### src/rtl/fsm_sync_pkg.sv
// Shared types and constants for the "101"-sync serial frame transmitter.
package fsm_sync_pkg;

  typedef enum logic [2:0] {
    IDLE,
    SYNC,
    DATA,
    PAR,
    GAP
  } state_e;

  localparam logic [2:0] SYNC_WORD = 3'b101;
  localparam int         SYNC_LEN  = 3;

  // Width of a counter that must reach the longest per-state run length.
  function automatic int cnt_width(input int data_w, input int gap_cycles);
    int longest;
    longest = SYNC_LEN;
    if (data_w > longest) longest = data_w;
    if (gap_cycles > longest) longest = gap_cycles;
    return $clog2(longest + 1);
  endfunction

endpackage

### src/rtl/fsm_sync_piso.sv
// Parallel-load, MSB-first shift register feeding the payload phase of a frame.
module fsm_sync_piso #(
  parameter int DATA_W = 8
) (
  input  logic              clk,
  input  logic              reset,
  input  logic              load_i,
  input  logic              shift_i,
  input  logic [DATA_W-1:0] data_i,
  output logic              msb_o
);

  logic [DATA_W-1:0] shreg_q;

  always_ff @(posedge clk) begin
    if (reset) begin
      shreg_q <= '0;
    end else if (load_i) begin
      shreg_q <= data_i;
    end else if (shift_i) begin
      shreg_q <= shreg_q << 1;
    end
  end

  assign msb_o = shreg_q[DATA_W-1];

endmodule

### src/rtl/fsm_sync_tx.sv
// Bit-serial frame transmitter: sync word 1,0,1, MSB-first payload, idle gap.
// Optional even-parity bit after the payload when FSM_SYNC_TX_PARITY_EN is defined.
module fsm_sync_tx
  import fsm_sync_pkg::*;
#(
  parameter int DATA_W     = 8,
  parameter int GAP_CYCLES = 2
) (
  input  logic              clk,
  input  logic              reset,
  input  logic              start,
  input  logic [DATA_W-1:0] data,
  output logic              out,
  output logic              busy,
  output logic              done
);

  localparam int            CW        = cnt_width(DATA_W, GAP_CYCLES);
  localparam logic [CW-1:0] SYNC_LAST = CW'(SYNC_LEN - 1);
  localparam logic [CW-1:0] DATA_LAST = CW'(DATA_W - 1);
  localparam logic [CW-1:0] GAP_LAST  = CW'((GAP_CYCLES > 0) ? GAP_CYCLES - 1 : 0);

  state_e        state_q, state_d;
  logic [CW-1:0] cnt_q, cnt_d;
  logic          out_q, out_d;
  logic          busy_q, busy_d;
  logic          done_q, done_d;
  logic          load, shift, msb;
  logic          to_tail;
  logic [1:0]    sync_idx;

  fsm_sync_piso #(
    .DATA_W (DATA_W)
  ) u_piso (
    .clk     (clk),
    .reset   (reset),
    .load_i  (load),
    .shift_i (shift),
    .data_i  (data),
    .msb_o   (msb)
  );

`ifdef FSM_SYNC_TX_PARITY_EN
  logic parity_q;

  // Parity is taken from the accepted word, so later data changes cannot leak in.
  always_ff @(posedge clk) begin
    if (reset) begin
      parity_q <= 1'b0;
    end else if (load) begin
      parity_q <= ^data;
    end
  end
`endif

  always_ff @(posedge clk) begin
    if (reset) begin
      state_q <= IDLE;
      cnt_q   <= '0;
      out_q   <= 1'b0;
      busy_q  <= 1'b0;
      done_q  <= 1'b0;
    end else begin
      state_q <= state_d;
      cnt_q   <= cnt_d;
      out_q   <= out_d;
      busy_q  <= busy_d;
      done_q  <= done_d;
    end
  end

  // Outputs are computed for the bit the next state will present, so they land registered.
  always_comb begin
    state_d  = state_q;
    cnt_d    = cnt_q + CW'(1);
    out_d    = 1'b0;
    busy_d   = busy_q;
    done_d   = 1'b0;
    load     = 1'b0;
    shift    = 1'b0;
    to_tail  = 1'b0;
    sync_idx = 2'(SYNC_LEN - 2) - cnt_q[1:0];

    case (state_q)
      IDLE: begin
        cnt_d = '0;
        if (start) begin
          load    = 1'b1;
          state_d = SYNC;
          out_d   = SYNC_WORD[SYNC_LEN-1];
          busy_d  = 1'b1;
        end
      end
      SYNC: begin
        if (cnt_q == SYNC_LAST) begin
          state_d = DATA;
          cnt_d   = '0;
          out_d   = msb;
          shift   = 1'b1;
        end else begin
          out_d = SYNC_WORD[sync_idx];
        end
      end
      DATA: begin
        if (cnt_q == DATA_LAST) begin
`ifdef FSM_SYNC_TX_PARITY_EN
          state_d = PAR;
          cnt_d   = '0;
          out_d   = parity_q;
`else
          to_tail = 1'b1;
`endif
        end else begin
          out_d = msb;
          shift = 1'b1;
        end
      end
`ifdef FSM_SYNC_TX_PARITY_EN
      PAR: begin
        to_tail = 1'b1;
      end
`endif
      GAP: begin
        if (cnt_q == GAP_LAST) begin
          state_d = IDLE;
          cnt_d   = '0;
          busy_d  = 1'b0;
          done_d  = 1'b1;
        end
      end
      default: begin
        state_d = IDLE;
        cnt_d   = '0;
        busy_d  = 1'b0;
      end
    endcase

    // Leaving the payload (or parity) phase: idle gap, or straight home when there is none.
    if (to_tail) begin
      cnt_d = '0;
      if (GAP_CYCLES == 0) begin
        state_d = IDLE;
        busy_d  = 1'b0;
        done_d  = 1'b1;
      end else begin
        state_d = GAP;
      end
    end
  end

  assign out  = out_q;
  assign busy = busy_q;
  assign done = done_q;

endmodule

### config.mk
export PLATFORM = sky130hd
export DESIGN_NAME = fsm_sync_tx
export DESIGN_NICKNAME = d
export VERILOG_FILES = /design/src/rtl/fsm_sync_pkg.sv /design/src/rtl/fsm_sync_piso.sv /design/src/rtl/fsm_sync_tx.sv
export SDC_FILE = /design/constraint.sdc
export NUM_CORES = 1
export LEC_CHECK = 0
export CORE_UTILIZATION = 51
export DETAILED_ROUTE_END_ITERATION = 16
export PLACE_DENSITY_LB_ADDON = 0.12
export SLEW_MARGIN = 20
export SYNTH_ARGS = -nofsm -noshare
export SYNTH_HDL_FRONTEND = slang
export SYNTH_SLANG_ARGS = --single-unit
### constraint.sdc
create_clock -name clk -period 2.15 [get_ports clk]
set_input_delay 0.215 -clock clk [delete_from_list [all_inputs] [get_ports clk]]
set_output_delay 0.215 -clock clk [all_outputs]
set_load 0.02 [all_outputs]
==> results of run 1 <==
kinds of logic (layout without fill, tap and decap cells):
group,Yosys count,after routing,share of synthesized area [%]
AND/OR/NAND/NOR,35,35,20.7
flip-flops,18,18,39.0
adder cells (fa/ha/maj),3,3,4.06
AO/OA/AOI/OAI,24,24,19.5
buffers and inverters,10,25,5.28
multiplexers,8,8,8.66
XOR/XNOR,3,3,2.84
layout make-up:
cell class / count / share of cell area (%)
Tap cell: 25 / 2.81
Clock buffer: 4 / 3.25
Sequential cell: 18 / 32.3
Inverter: 5 / 1.68
Timing Repair Buffer: 16 / 13.7
Multi-Input combinational cell: 73 / 46.2
metrics by stage:
stage                     std cells  total power, W  area, sq um
final                           141        0.000764         1110
after global routing            141        0.000809         1110
after global placement          137        0.000558         1080
after CTS                       141        0.000773         1110
after detailed placement        137        0.000560         1080
after floorplan                 101        0.000512          925
worst min-delay path, delay by kind of cell (launching register included):
kind,cells,cell delay (ps)
compound gates,1,70
simple gates,1,60
flops,1,320
state kept, by name, summed over array words and instances (netlist names):
signal,flops
state_q,3
done,1
out,1
busy,1
cnt_q,4
u_piso.shreg_q,8
routing by layer:
metal	global-route usage, %	up-vias
met5	0	-
li1	-	390
met4	8.48	0
met1	28.2	347
met3	5.31	2
met2	30.9	13
report_power, final:
group          leakage (nW)  switching, W  internal, W
sequential            0.148     0.0000227     0.000363
clock                0.0210      0.000108     0.000103
combinational         0.227     0.0000842    0.0000834
placed cells by master (no fill, tap or decap), drive strengths merged, types with 2 or more instances in the layout:
cell           instances
a211oi                 6
a21oi                  4
a31oi                  3
buf                    3
clkbuf                 4
clkdlybuf4s50         13
dfxtp                 18
ha                     3
inv                    5
mux2i                  8
nand2                  4
nand2b                 2
nor2                  12
nor3                   6
nor3b                  2
o21ai                  5
or3b                   3
xnor2                  2
path summary, 6_finish.rpt:
path,depth (start not counted),slack [ps],start,to
setup / recovery,4,230,state_q[0],u_piso.shreg_q[2]
hold / removal,2,480,u_piso.shreg_q[7],out
setup reg to reg,4,230,state_q[0],u_piso.shreg_q[2]
hold reg to reg,2,480,u_piso.shreg_q[7],out
==> flow_summary.json, run 1 <==
{
  "grt_setup_unrepaired": "no",
  "portBuffers": 13,
  "cts_hold_buf": 0,
  "synth_most_common_cell": "dfxtp_1",
  "syn_to_final_growth_pct": 20.6,
  "multiInputGateArea_sq_um": 515,
  "syn-cell-area_sq_um": 925,
  "crit_fanout": 11,
  "hold_class": "flop to flop",
  "crit_type": "flop to flop",
  "synth.top_cells.by_area": "dfxtp_1 39%, mux2i_1 8.7%, a211oi_1 4.9%, nor2_1 4.9%, ha_1 4.1%",
  "post_cts_buffers": 0,
  "relSlewSlack_pct": 63.0,
  "p_leak_nw": 0.396,
  "first_global_vias": 702,
  "period_share_pct": 89.5,
  "drtIter0Drc": 7,
  "io_pins": 14,
  "finish.utilization_pct": 65.3,
  "coreArea_sq_um": 1710,
  "ir_worst_vdd_v": 0.000583,
  "rows": 15,
  "dieHeight_um": 44.6,
  "drtAntennaViolNets": 0,
  "yosysTopAreaCell": "dfxtp_1",
  "drc_errors": 0,
  "viasPerCell": 5.33,
  "outcome": "finished, final reports clean",
  "ys_top_cells_by_count": "18 x dfxtp_1, 12 x nor2_1, 8 x mux2i_1",
  "hold_viol": 0,
  "fmax_mhz": 520,
  "tightest_slew_ps": 554,
  "grt_pass1_wl_um": 3020,
  "antenna_found_initial": 0,
  "clock_sinks": 18,
  "path_buf_inv": 0,
  "min_period_ps": 1920,
  "setup_viol": 0,
  "n_antenna_cell": 0,
  "yosysUniqueCellTypes": 31,
  "insertion_delay_ps": 290,
  "syn_area_per_cell_sq_um": 9.15,
  "dr_wl_met2_um": 798,
  "synthArstFlopShare_pct": 0,
  "cp_data_arrival_time_ps": 2130,
  "highest_layer": "met4",
  "hold_slack_ps": 477,
  "cts_buffers": 3,
  "drive_above_1_share_pct": 12.9,
  "clock_skew_ps": 4.68,
  "fin_ws_ps": 226,
  "synth_seq_cells": 18,
  "cp.required_ps": 2350,
  "avgRoutedWirePerCell_um": 12.5,
  "setup_tns_ps": 0,
  "syn_nets": 115,
  "synth_top_area_share_pct": 39.0,
  "seq_area_sq_um": 360,
  "start_util_pct": 54.1,
  "cts_root_buf": "clkbuf_4",
  "drv_slew": 0,
  "grt_start_max_net_pins": 16,
  "synthesis.yosys.warnings": 0,
  "h-tree-depth": 1,
  "n_fill_cell": 145,
  "tritoncts": "yes",
  "overflow": 0,
  "cp-end-kind": "flop",
  "start_kind": "flop",
  "crit_slowest_cell": "or3b_2",
  "cts_resized": 0,
  "die_w_um": 44.6,
  "die_area_sq_um": 1990,
  "clkTransAtPathRegs_ps": 110,
  "p_per_area_nw_per_um2": 686,
  "dp_hpwl_um": 1270,
  "grt.total_usage_pct": 20.7,
  "dr.pass1.iters": 4,
  "vias": 752,
  "place_ws_ps": 237,
  "clockBufferDepth": 2,
  "cp_top_family": "simple AND/OR/NAND/NOR gates",
  "yosysSeqAreaShare_pct": 39.0,
  "maxCapViolations": 0,
  "drt-total-wl_um": 1770,
  "nNetsFinal": 131,
  "critPathMaxStageDelay_ps": 550,
  "synth-edff-count": 0,
  "crit_chain": "or3b_2 -> o22ai_4 -> nor3_1 -> a2111oi_2",
  "syn_inst": 101,
  "wl_met1_um": 900,
  "wl_met3_um": 54,
  "ys.flop_type": "dfxtp_1",
  "gp_congestion": 0.785
}
(Power assumes the default switching activity.)
==> run 2: changes to the inputs <==
--- a/config.mk
+++ b/config.mk
@@ -8,7 +8,7 @@
 export CORE_UTILIZATION = 51
 export DETAILED_ROUTE_END_ITERATION = 16
 export PLACE_DENSITY_LB_ADDON = 0.12
-export SLEW_MARGIN = 20
+export SLEW_MARGIN = 40
 export SYNTH_ARGS = -nofsm -noshare
 export SYNTH_HDL_FRONTEND = slang
 export SYNTH_SLANG_ARGS = --single-unit
==> results of run 2 <==
No change in the layout: final DEF, timing and power equal those of run 1.
==> run 3: changes to the inputs <==
--- a/config.mk
+++ b/config.mk
@@ -8,7 +8,7 @@
 export CORE_UTILIZATION = 51
 export DETAILED_ROUTE_END_ITERATION = 16
 export PLACE_DENSITY_LB_ADDON = 0.12
-export SLEW_MARGIN = 40
+export SLEW_MARGIN = 20
 export SYNTH_ARGS = -nofsm -noshare
 export SYNTH_HDL_FRONTEND = slang
 export SYNTH_SLANG_ARGS = --single-unit
==> results of run 3 <==
No change in the layout: final DEF, timing and power equal those of run 1.
